### config.mk
export PLATFORM = sky130hd
export DESIGN_NAME = seq_divide
export DESIGN_NICKNAME = d
export VERILOG_FILES = /design/src/rtl/seq_divide.sv
export SDC_FILE = /design/constraint.sdc
export NUM_CORES = 1
export LEC_CHECK = 0
export BUFFER_PORTS_ARGS = -buffer_cell sky130_fd_sc_hd__buf_4
export CAP_MARGIN = 20
export CORE_ASPECT_RATIO = 0.5
export CORE_MARGIN = 2
export CORE_UTILIZATION = 35
export CTS_CLUSTER_DIAMETER = 30
export CTS_CLUSTER_SIZE = 16
export DETAILED_ROUTE_END_ITERATION = 10
export PLACE_DENSITY = 0.55
export REMOVE_ABC_BUFFERS = 1
export SLEW_MARGIN = 20
export SYNTH_ARGS = -nofsm -noshare
export SYNTH_HDL_FRONTEND = slang
export SYNTH_SLANG_ARGS = --single-unit
### constraint.sdc
create_clock -name clk_i -period 3.09 [get_ports clk_i]
set_clock_uncertainty 0.1 [all_clocks]
set_input_delay 0.309 -clock clk_i [delete_from_list [all_inputs] [get_ports clk_i]]
set_output_delay 0.309 -clock clk_i [all_outputs]
set_load 0.02 [all_outputs]
### src/rtl/seq_divide.sv
// Multi-cycle unsigned restoring divider: one quotient bit per clock behind a
// start/busy/done handshake, with divide-by-zero flagged instead of iterated.
module seq_divide #(
  parameter int WIDTH = 8
) (
  input  logic             clk_i,
  input  logic             rst_i,
  input  logic             start_i,
  input  logic [WIDTH-1:0] dividend_i,
  input  logic [WIDTH-1:0] divisor_i,
  output logic             busy_o,
  output logic             done_o,
  output logic [WIDTH-1:0] quotient_o,
  output logic [WIDTH-1:0] remainder_o,
  output logic             div_zero_o
);

  typedef enum logic [1:0] {IDLE, RUN, DONE} state_e;

  localparam int CW = $clog2(WIDTH + 1);
  localparam logic [CW-1:0] LAST_ITER = CW'(WIDTH - 1);

  state_e           state_q;
  logic [WIDTH-1:0] partRem_q;
  logic [WIDTH-1:0] work_q;
  logic [WIDTH-1:0] divisor_q;
  logic [CW-1:0]    count_q;
  logic             busy_q;
  logic             done_q;
  logic             divZero_q;
  logic [WIDTH-1:0] quotient_q;
  logic [WIDTH-1:0] remainder_q;

  logic [WIDTH:0]   shiftRem;
  logic             trialFits;
  logic [WIDTH-1:0] partRem_d;
  logic [WIDTH-1:0] work_d;

  // The partial remainder is always below the divisor, so the wrapped
  // WIDTH-bit difference is exact whenever the trial subtract succeeds.
  always_comb begin
    shiftRem  = {partRem_q, work_q[WIDTH-1]};
    trialFits = shiftRem[WIDTH] || (shiftRem[WIDTH-1:0] >= divisor_q);
    partRem_d = shiftRem[WIDTH-1:0];
    work_d    = {work_q[WIDTH-2:0], 1'b0};
    if (trialFits) begin
      partRem_d = shiftRem[WIDTH-1:0] - divisor_q;
      work_d[0] = 1'b1;
    end
  end

  always_ff @(posedge clk_i) begin
    if (rst_i) begin
      state_q     <= IDLE;
      partRem_q   <= '0;
      work_q      <= '0;
      divisor_q   <= '0;
      count_q     <= '0;
      busy_q      <= 1'b0;
      done_q      <= 1'b0;
      divZero_q   <= 1'b0;
      quotient_q  <= '0;
      remainder_q <= '0;
    end else begin
      case (state_q)
        IDLE, DONE: begin
          done_q  <= 1'b0;
          state_q <= IDLE;
          if (start_i) begin
            if (divisor_i == '0) begin
              state_q     <= DONE;
              done_q      <= 1'b1;
              divZero_q   <= 1'b1;
              quotient_q  <= '1;
              remainder_q <= dividend_i;
            end else begin
              state_q   <= RUN;
              busy_q    <= 1'b1;
              count_q   <= '0;
              partRem_q <= '0;
              work_q    <= dividend_i;
              divisor_q <= divisor_i;
            end
          end
        end
        RUN: begin
          partRem_q <= partRem_d;
          work_q    <= work_d;
          count_q   <= count_q + CW'(1);
          if (count_q == LAST_ITER) begin
            state_q     <= DONE;
            busy_q      <= 1'b0;
            done_q      <= 1'b1;
            divZero_q   <= 1'b0;
            quotient_q  <= work_d;
            remainder_q <= partRem_d;
          end
        end
        default: begin
          state_q <= IDLE;
          busy_q  <= 1'b0;
          done_q  <= 1'b0;
        end
      endcase
    end
  end

  assign busy_o      = busy_q;
  assign done_o      = done_q;
  assign quotient_o  = quotient_q;
  assign remainder_o = remainder_q;
  assign div_zero_o  = divZero_q;

endmodule

---- After elaboration in Yosys (flattened, before gate mapping) ----
Cells that the tools add are included.
storage, ports and cells
  input bits .............................. 19
  register bits ........................... 49
  output and inout bits ................... 19
  word-level logic and storage cells ...... 64
cells by class
  bitwise logic cells ..................... 1
  multiplexer cells ....................... 34
  magnitude comparators ................... 1
  add/sub/neg operators ................... 2
  equality and inequality tests ........... 7
  reductions and logical operators ........ 9
operators with widths
  kind                                                  count
  two-way mux 8 bit                                     11
  one-hot mux 8 bit (2 select lines)                    4
  two-way mux 1 bit                                     9
  AND reduction 3 bit                                   3
  >= comparator 8 bit                                   1
  zero test 8 bit                                       1
  two-way mux 4 bit                                     2
  != test 2 bit (second input constant)                 4
  one-hot mux 4 bit (2 select lines)                    1
  subtractor 8 bit                                      1
  two-way mux 2 bit                                     3
  one-hot mux 1 bit (2 select lines)                    3
  adder 4 x 1 -> 4 bit (second input constant)          1
  equality test 4 x 3 -> 1 bit (second input constant)  1
  one-hot mux 2 bit (2 select lines)                    1
  AND reduction 4 bit                                   1
  equality test 2 x 1 -> 1 bit (second input constant)  1
  equality test 2 bit (second input constant)           1
  zero test 2 bit                                       1
  nonzero test 2 bit                                    1
  OR reduction 2 bit                                    1
  logical OR 1 bit                                      1
  NOT 1 bit                                             1

---- Logic depth before layout (Yosys ltp) ----
  depth in word-level cells ............... 5
  gate-level depth with buffers ........... 10
  depth with buffers taken out ............ 10

---- Least setup slack after synthesis ----
No wires, ideal clock.
  kind .................................... register to register
  start ................................... register work_q[7]
  end ..................................... register remainder_q[3], in the netlist remainder_o[3]
  required time ........................... 2.894 ns
  period minus slack after synthesis ...... 2.395 ns
  slack ................................... 0.695 ns
  library setup time ...................... 0.096 ns
  arrival ................................. 2.199 ns
  cell stages (with the launch flop) ...... 11
  path through ............................ dfxtp_1 inv_1 ha_1 inv_1 fa_1 a211oi_2 o21ai_1 or4_4 nand2_2 a211oi_2 o41ai_2
on the way
  word-level cells in the longest chain between the ends .. 5
RTL lines
  what                                    RTL line  text
  start, declared                         25        logic [WIDTH-1:0] work_q;
  start signal, assigned                  81        work_q <= dividend_i;
  start signal, assigned                  88        work_q <= work_d;
  >= comparator 8 bit                     43        trialFits = shiftRem[WIDTH] || (shiftRem[WIDTH-1:0] >= divisor_q);
  logical OR 1 bit                        43
  two-way mux 8 bit (*)                   46        if (trialFits) begin
  two-way mux 8 bit (*)                   90        if (count_q == LAST_ITER) begin
  one-hot mux 8 bit (2 select lines) (*)  65        case (state_q)
  end signal, assigned                    75        remainder_q <= dividend_i;
  end signal, assigned                    96        remainder_q <= partRem_d;
  end, declared                           32        logic [WIDTH-1:0] remainder_q;
Mark *: on every way between the ends. The rest lies on a longest branch, timed or not. The select of a mux whose other input is x is not followed.
A chain may end at the register's enable or synchronous reset.

---- Worst setup path in the final report ----
  start ................................... register work_q[7]
  end ..................................... register remainder_q[4], in the netlist remainder_o[4]
Same word-level chain as after synthesis.

==> impl_metrics.toml <==
[run_status]
outcome = "finished, final reports clean"

[worst_setup_path]
crit_path_cell_trace = "inv_1 -> ha_1 -> inv_1 -> fa_1 -> a211oi_2 -> o21ai_1 -> nor4_1 -> nor2_2 -> o31ai_1 -> o41ai_2"
critPathRequiredTime_ns = 3.15
endpoint_kind = "register"
crit_path_start_kind = "register"
critPathMaxFanout = 9
r2r_cells = 10
crit_top_cell = "inv_1"
cp.arrival_ns = 2.70
slowest_delay_ns = 0.41
slowest_stage = "fa_1"
critPathKind = "register to register"

[placed_design]
gp_congestion = 0.783
io_buffers = 37
placed_area_um2 = 2750
placedCellCount = 423
dp_hpwl_um = 4410
dp_slack_ns = 0.457

[timing]
timing.final.ws_setup_ns = 0.443
relSlewSlack_pct = 65.2
max_freq_mhz = 378
setup_viol_count_final = 0
rsz0062_at_grt = "false"
period_share_pct = 85.7
hold_viol = 0
fin_crit_ns = 2.65
timing.setup.tns_ns = 0
worstMarginPinSlew_ns = 0.520
slew_viol_final = 0

[power_and_ir_drop]
ir_drop_mv = 0.250
pwr-share-comb_pct = 22.1
switching_power_uw = 498
intPower_mw = 1.20
netSwitchingFraction_pct = 29.3
power-per-cell-area_nw_per_um2 = 581
clockPowerShare_pct = 38.0
p_leak_nw = 1.17
seq_power_share_pct = 40.0

[clock_network]
hold_buffers = 0
postCtsResizedCells = 0
htree_num_levels = 2
cts_sinks = 48
clockRootBuffer = "clkbuf_16"
clk_path_buf_depth = 2
cts_made_buffers = 5
insertion_delay_ns = 0.29
postCtsSetupBuffers = 0
clk_pin_slew_ns = 0.07
tritoncts = "yes"

[cells_and_area]
areaGrowthSynthToFinish_pct = 22.9
final_cells = 431
n_antenna_cell = 0
num-fill-cells = 681
post-route-cell-area_um2 = 2930
drive_above_1_share_pct = 17.7
nNetsFinal = 367

[synth]
syn_inst = 306
synth_area_um2 = 2380
ys.flop_type = "dfxtp_1"
async_flop_share_pct = 0
synth.distinct_cells = 44
seq_area_frac_synth_pct = 40.4
yosys_warnings = 0
yosys_register_bits = 48
syn_avg_cell_area_um2 = 7.78
synth_edf_count = 0

[route]
first_pass_iters = 4
antenna_left = 0
wl_per_cell_um = 13.9
routed_via_density = 5.08
drtIter0Drc = 169
num_vias = 2189
drcViolationCount = 0
wl_um = 6010

[min_path]
hold_path.class = "input pin to register"
holdPathStages = 3

[floorplanning]
die_height_um = 62.3
core_area_um2 = 6620
row_count = 21
initial_utilization_pct = 36.0
die-area_um2 = 7520
io-pin-count = 38
die_x_um = 121

[grt]
gr-total-overflow = 0
grt_pass1_wl_um = 10100
grt_max_degree = 49
antenna_found_initial = 0
track_usage_pct = 16.6
grt_pass1_vias = 2022

[flow_run]
max_cap_viol_count = 0
[layer usage]
metal  up-vias  global-route usage, %  wire [um]
met3         5                   2.76        162
met1      1011                   25.2       3320
met4         0                   3.63         35
li1       1143                      -          -
met5         -                      0          0
met2        30                   24.6       2490
[path summary, 6_finish.rpt]
path                             start  slack [ns]                          end
max reg2reg     work_q[7]$_SDFFE_PP0P_        0.44  remainder_o[4]$_SDFFE_PP0P_
max             work_q[7]$_SDFFE_PP0P_        0.44  remainder_o[4]$_SDFFE_PP0P_
min                       divisor_i[1]        0.18    divisor_q[1]$_SDFFE_PP0P_
min reg2reg  divisor_q[7]$_SDFFE_PP0P_        0.36    divisor_q[7]$_SDFFE_PP0P_
[power groups by stage]
| stage | Clock [mW] | Combinational (mW) | Sequential [mW] |
|---|---|---|---|
| after floorplan | 0 | 0.265 | 0.685 |
| after global placement | 0 | 0.366 | 0.691 |
| after detailed placement | 0 | 0.372 | 0.692 |
| after CTS | 0.656 | 0.373 | 0.678 |
| after global routing | 0.688 | 0.418 | 0.682 |
| final | 0.645 | 0.375 | 0.679 |
[critical path: cells and delay by family, from the launching register on]
family | cells | cell delay (ns)
DFF | 1 | 0.34
buffers and inverters | 2 | 0.12
and+or+nand+nor | 2 | 0.50
adders and majority gates | 2 | 0.56
AOI/OAI and AO/OA | 4 | 0.90
[state kept, by name, indices dropped and copies added (netlist names)]
name	cells
div_zero_o	1
busy_o	1
state_q	2
work_q	8
remainder_o	8
quotient_o	8
divisor_q	8
count_q	4
partRem_q	8
[kinds of logic (layout without fill, tap and decap cells)]
group,Yosys count,in the layout,share of synthesized area (%)
AOI/OAI and AO/OA,71,71,20.2
xor gates and xnor gates,3,3,1.10
adders and majority gates,10,10,5.57
buffers and inverters,28,61,4.57
DFF,48,48,40.4
muxes,1,1,0.420
and+or+nand+nor,145,145,27.7
[layout by cell type, fill, tap and decap left out, types with 5 or more instances in the layout]
master      n
nor3_1     12
nand2_1    45
dfxtp_1    48
nand3_1     7
a311oi_1   12
nor4_1      5
nor2_1     50
clkbuf_16   5
a211oi_1    5
buf_4      43
a21oi_1    24
ha_1        9
o21ai_0    13
inv_1      10
[cell type report]
cell class                      instances  area (um2)  area share [%]
Sequential cell                        48         961            32.8
Clock inverter                          2        38.8            1.33
Inverter                               10        37.5            1.28
Multi-Input combinational cell        230        1310            44.8
Timing Repair Buffer                   43         323            11.0
Tap cell                               92         115            3.93
Clock buffer                            6         139            4.75
[Yosys cell counts, types with 3 or more instances]
master,count,area [um2]
nand3b_1,4,30.0
a211oi_1,5,37.5
dfxtp_1,48,961
ha_1,9,113
xnor2_1,3,26.3
inv_1,10,37.5
a21oi_1,24,120
nor2_1,50,188
clkbuf_1,13,48.8
nor2b_1,3,18.8
buf_2,3,15.0
nand3_1,7,35.0
a311oi_1,12,105
nand2b_1,3,18.8
o21ai_0,13,65.1
nor4_1,5,31.3
or3_1,3,18.8
nor3_1,12,60.1
and3_1,3,18.8
nand2_1,45,169
[per-stage QoR]
| step | power (mW) | util (%) | hold slack (ns) |
|---|---|---|---|
| after detailed placement | 1.06 | 41.5 | 0.349 |
| after floorplan | 0.950 | - | 0.278 |
| final | 1.70 | 44.2 | 0.177 |
| after global routing | 1.79 | 44.2 | 0.186 |
| after CTS | 1.71 | 44.2 | 0.175 |
| after global placement | 1.06 | 41.5 | 0.347 |
Power figures use the tool's default switching activity.
